--- src/rtl/frogger_pkg.sv ---
// Shared game definitions: FSM state encoding and default playfield geometry.
package frogger_pkg;

  typedef enum logic [1:0] {
    PLAY      = 2'd0,
    SCORED    = 2'd1,
    SQUASHED  = 2'd2,
    GAME_OVER = 2'd3
  } frog_state_t;

  localparam int DEFAULT_ROWS      = 16;
  localparam int DEFAULT_COLS      = 16;
  localparam int DEFAULT_START_COL = 7;

endpackage

--- src/rtl/frog_position.sv ---
// Frog position, lives and score tracker: moves on single-cycle pulses, dies on hazard,
// scores on reaching row 0, and holds for a respawn delay after either event.
module frog_position
  import frogger_pkg::*;
#(
  parameter int ROWS           = DEFAULT_ROWS,
  parameter int COLS           = DEFAULT_COLS,
  parameter int START_COL      = DEFAULT_START_COL,
  parameter int RESPAWN_CYCLES = 50_000_000,
  parameter int LIVES          = 3
) (
  input  logic                    clk,
  input  logic                    reset,
  input  logic                    up,
  input  logic                    down,
  input  logic                    left,
  input  logic                    right,
  input  logic                    hazard,
  output logic [$clog2(ROWS)-1:0] row,
  output logic [$clog2(COLS)-1:0] col,
  output logic [2:0]              lives,
  output logic [3:0]              score,
  output logic                    win,
  output logic                    dead,
  output logic                    game_over
);

  localparam int RW    = $clog2(ROWS);
  localparam int CW    = $clog2(COLS);
  localparam int CNT_W = (RESPAWN_CYCLES > 1) ? $clog2(RESPAWN_CYCLES) : 1;

  localparam logic [RW-1:0]    ROW_LAST  = RW'(ROWS - 1);
  localparam logic [CW-1:0]    COL_LAST  = CW'(COLS - 1);
  localparam logic [CW-1:0]    COL_START = CW'(START_COL);
  localparam logic [2:0]       LIVES_INI = 3'(LIVES);
  localparam logic [CNT_W-1:0] CNT_LAST  = CNT_W'(RESPAWN_CYCLES - 1);

  frog_state_t      state_q, state_d;
  logic [RW-1:0]    row_q, row_d;
  logic [CW-1:0]    col_q, col_d;
  logic [2:0]       lives_q, lives_d;
  logic [3:0]       score_q, score_d;
  logic             win_q, win_d;
  logic             dead_q, dead_d;
  logic [CNT_W-1:0] cnt_q, cnt_d;
  logic             single_move;

  assign single_move = $onehot({up, down, left, right});

  always_comb begin
    state_d = state_q;
    row_d   = row_q;
    col_d   = col_q;
    lives_d = lives_q;
    score_d = score_q;
    win_d   = 1'b0;
    dead_d  = 1'b0;
    cnt_d   = cnt_q;

    unique case (state_q)
      PLAY: begin
        if (hazard) begin
          // Hazard wins over any simultaneous move; the last life ends the game.
          dead_d  = 1'b1;
          lives_d = lives_q - 3'd1;
          cnt_d   = '0;
          state_d = (lives_q == 3'd1) ? GAME_OVER : SQUASHED;
        end else if (single_move) begin
          if (up && row_q != '0) begin
            row_d = row_q - RW'(1);
            if (row_q == RW'(1)) begin
              win_d   = 1'b1;
              cnt_d   = '0;
              state_d = SCORED;
              if (score_q != 4'd15) score_d = score_q + 4'd1;
            end
          end
          if (down && row_q != ROW_LAST) row_d = row_q + RW'(1);
          if (left && col_q != '0)       col_d = col_q - CW'(1);
          if (right && col_q != COL_LAST) col_d = col_q + CW'(1);
        end
      end

      SCORED, SQUASHED: begin
        if (cnt_q == CNT_LAST) begin
          state_d = PLAY;
          row_d   = ROW_LAST;
          col_d   = COL_START;
          cnt_d   = '0;
        end else begin
          cnt_d = cnt_q + CNT_W'(1);
        end
      end

      GAME_OVER: ;

      default: state_d = PLAY;
    endcase
  end

  always_ff @(posedge clk or posedge reset) begin
    if (reset) begin
      state_q <= PLAY;
      row_q   <= ROW_LAST;
      col_q   <= COL_START;
      lives_q <= LIVES_INI;
      score_q <= 4'd0;
      win_q   <= 1'b0;
      dead_q  <= 1'b0;
      cnt_q   <= '0;
    end else begin
      state_q <= state_d;
      row_q   <= row_d;
      col_q   <= col_d;
      lives_q <= lives_d;
      score_q <= score_d;
      win_q   <= win_d;
      dead_q  <= dead_d;
      cnt_q   <= cnt_d;
    end
  end

  assign row       = row_q;
  assign col       = col_q;
  assign lives     = lives_q;
  assign score     = score_q;
  assign win       = win_q;
  assign dead      = dead_q;
  assign game_over = (state_q == GAME_OVER);

endmodule

--- config.mk ---
export PLATFORM = sky130hd
export DESIGN_NAME = frog_position
export DESIGN_NICKNAME = d
export VERILOG_FILES = /design/src/rtl/frogger_pkg.sv /design/src/rtl/frog_position.sv
export SDC_FILE = /design/constraint.sdc
export NUM_CORES = 1
export LEC_CHECK = 0
export CAP_MARGIN = 0
export CORE_UTILIZATION = 45
export DETAILED_ROUTE_END_ITERATION = 6
export PLACE_DENSITY = 0.67
export SYNTH_ARGS = -nofsm -noshare
export SYNTH_HDL_FRONTEND = slang
export SYNTH_SLANG_ARGS = --single-unit
--- constraint.sdc ---
create_clock -name clk -period 3.7 [get_ports clk]
set_clock_uncertainty 0.05 [all_clocks]
set_input_delay 0.37 -clock clk [delete_from_list [all_inputs] [get_ports clk]]
set_output_delay 0.37 -clock clk [all_outputs]
set_load 0.02 [all_outputs]
==> reports/metrics.cfg <==
[outcome]
status=completed

[routing]
wl_um=6240
avgViaCountPerCell=5.70
ant_nets=0
drc_errors=0
vias=2285
initialDrtViolationCount=133
drt-pass1-iter-count=4
routedWlPerCell_um=15.6

[critical_path]
r2r_cells=8
path_max_fanout=15
worstSetupPathType=in -> reg
cp_num_buf_inv=4
worstPathCellList=clkdlybuf4s50_1 > inv_1 > fa_1 > inv_1 > ha_1 > ha_1 > and4bb_2 > nand3_2 > buf_4 > a2111oi_0 > xnor2_1 > nor2_1
r2r-start=state_q[0]
arrival_ns=3.38
slowest_stage=a2111oi_0
path_delay_family=adder cells
cp_slowest_stage_delay_ns=0.56
r2r_slack_ns=0.81
worstSetupStartpointType=input pin
r2r-end=cnt_q[3]
end_kind=register
crit_cells=12
cp.required_ns=3.84

[sta]
setup_viol=0
slew-limit-headroom_pct=22.4
min_period_over_period_pct=87.6
final.setup.tns_ns=0
whs_ns=0.446
max_freq_mhz=308
drv_slew=0
finalCriticalPeriod_ns=3.24
tightest_slew_ns=1.16
hold_violations=0
rsz0062_at_grt=false

[clocking]
cts.repair.resized=0
root_buffer=clkbuf_8
htree_levels=2
cts_buffer_depth=2
cts_setup_buffers=0
hold_buffers=0
cts_tree=built
cts_buffers=5
clock_sinks=45
clkLatencyLatePin_ns=0.30
clkSlewWorstSetupHoldPaths_ns=0.08

[finish]
syn_to_final_growth_pct=15.8
diodes=0
layout-drive-gt1-share_pct=11.0
nets=347
final_area_um2=3220

[grt]
grt_max_degree=46
grt_pass1_vias=2250
grtUsageTotal_pct=21.5
antenna_found_initial=0
grt_pass1_wl_um=10700
grt_overflow_total=0

[placed_design]
postPlaceCellArea_um2=3110
hpwl_um=4330
numPortBuffers=24
gp_congestion=0.819

[logic_synthesis]
ys_types=51
synth_area_per_cell_um2=9.34
synth_xor_area_share_pct=7.24
synthAdderAreaFrac_pct=7.28
synthMuxAreaShare_pct=1.17
synthArstFlopShare_pct=100
ys_seq_elements=45
synth_cells=298
yosysSeqAreaShare_pct=40.9
synth_top_family_by_area=simple AND/OR/NAND/NOR gates
synth.net_count=320
yosysWarningCount=0
synth-simple-area-share_pct=22.1
synth-compound-area-share_pct=15.6
synth_enable_flop_cells=0
ys_dominant_reg_cell=dfrtp_1
syn_area_um2=2780

[hold_path]
hp-start=lives[2]
holdPathEnd=lives[2]
hold_class=reg -> reg
holdPathStages=1

[die]
start_util_pct=46.7
boundaryPins=25
rows=28
core_area_um2=5960
die_h_um=80.7
die_area_um2=6510
die_w_um=80.7

[power_and_ir_drop]
power_density_nw_per_um2=719
ir_worst_vdd_mv=0.422
p_leak_uw=0.00133

[flow_run]
maxCapViolations=0

==> final cells by class <==
type	count	area, µm²
timing repair buffer	32	300
inverter	24	90.1
clock buffer	7	86.3
multi-input combinational	217	1490
tap	75	93.8
clock inverter	1	30.0
fill	544	2730
sequential	45	1140
==> state kept, by name, summed over array words and instances, names as in the netlist <==
name	flops
win	1
col	4
dead	1
state_q	2
lives	3
cnt_q	26
row	4
score	4
==> cells by family (layout without fill, tap and decap cells) <==
family,count (synthesis),after routing
multiplexers,3,3
flip-flops,45,45
AO/OA/AOI/OAI,63,63
AND/OR/NAND/NOR,113,113
adder cells (fa/ha/maj),15,15
buffers and inverters,36,64
XOR/XNOR,23,23
==> how the worst max path moves through the flow <==
stage | startpoint | endpoint
final | up | cnt_q[17]
after detailed placement | up | cnt_q[22]
after CTS | up | cnt_q[17]
after global placement | up | cnt_q[19]
after floorplan | up | cnt_q[25]
after global routing | up | cnt_q[22]
==> report_power, final <==
part	internal, µW	leakage, µW	switching, µW
sequential	619	0.000586	111
combinational	478	0.000686	714
clock	221	0.0000585	177
total	1320	0.00133	1000
==> Yosys cell counts (2+ instances only) <==
master | count | share of area (%)
dfrtp_1 | 36 | 32
nand3_1 | 25 | 4.5
inv_1 | 24 | 3.2
nand2_1 | 22 | 3.0
nor2_1 | 21 | 2.8
xnor2_1 | 19 | 6.0
o21ai_0 | 16 | 2.9
ha_1 | 13 | 5.8
a21oi_1 | 11 | 2.0
dfstp_2 | 9 | 8.5
buf_2 | 8 | 1.4
a2111oi_0 | 7 | 2.2
and3_1 | 7 | 1.6
or4_1 | 7 | 1.9
a211oi_1 | 6 | 1.6
nand4_1 | 6 | 1.3
nor4_1 | 5 | 1.1
o31ai_1 | 5 | 1.3
xor2_1 | 4 | 1.3
a22o_1 | 3 | 0.94
and2_1 | 3 | 0.67
nor2b_1 | 3 | 0.67
a31o_2 | 2 | 0.63
a31oi_1 | 2 | 0.45
buf_6 | 2 | 0.81
clkbuf_1 | 2 | 0.27
fa_1 | 2 | 1.4
mux2_2 | 2 | 0.81
nand2b_1 | 2 | 0.45
o31a_1 | 2 | 0.63
or3_1 | 2 | 0.45
==> metrics by stage <==
| step | utilization (%) | total power (µW) | std cells | setup slack, ns |
|---|---|---|---|---|
| floorplan | - | 1570 | 298 | 0.824 |
| global placement | 52.2 | 1900 | 393 | 0.239 |
| detailed placement | 52.2 | 1930 | 393 | 0.158 |
| CTS | 54.1 | 2330 | 401 | 0.427 |
| global route | 54.1 | 2500 | 401 | 0.281 |
| finish | 54.1 | 2320 | 401 | 0.458 |
==> layer usage <==
layer	vias up	share of wire (%)	GRT usage, %
li1	1126	-	-
met1	1108	50	29.6
met2	46	45	34.6
met3	5	3.5	3.41
met4	0	0.99	6.25
met5	-	0	0
==> cells in the final DEF (no fill, tap or decap), types with 2 or more instances in the layout <==
master / instances
a2111oi_0: 7
a211oi_1: 6
a21oi_1: 11
a22o_1: 3
a31o_2: 2
a31oi_1: 2
and2_1: 3
and3_1: 7
buf_4: 8
clkbuf_8: 6
clkdlybuf4s50_1: 24
dfrtp_1: 36
dfstp_2: 9
fa_1: 2
ha_1: 13
inv_1: 23
mux2_2: 2
nand2_1: 22
nand2b_1: 2
nand3_1: 25
nand4_1: 6
nor2_1: 21
nor2b_1: 3
nor4_1: 5
o21ai_0: 16
o31a_1: 2
o31ai_1: 5
or3_1: 2
or4_1: 7
xnor2_1: 19
xor2_1: 4
Note: power is estimated with default switching activity, not from simulation.
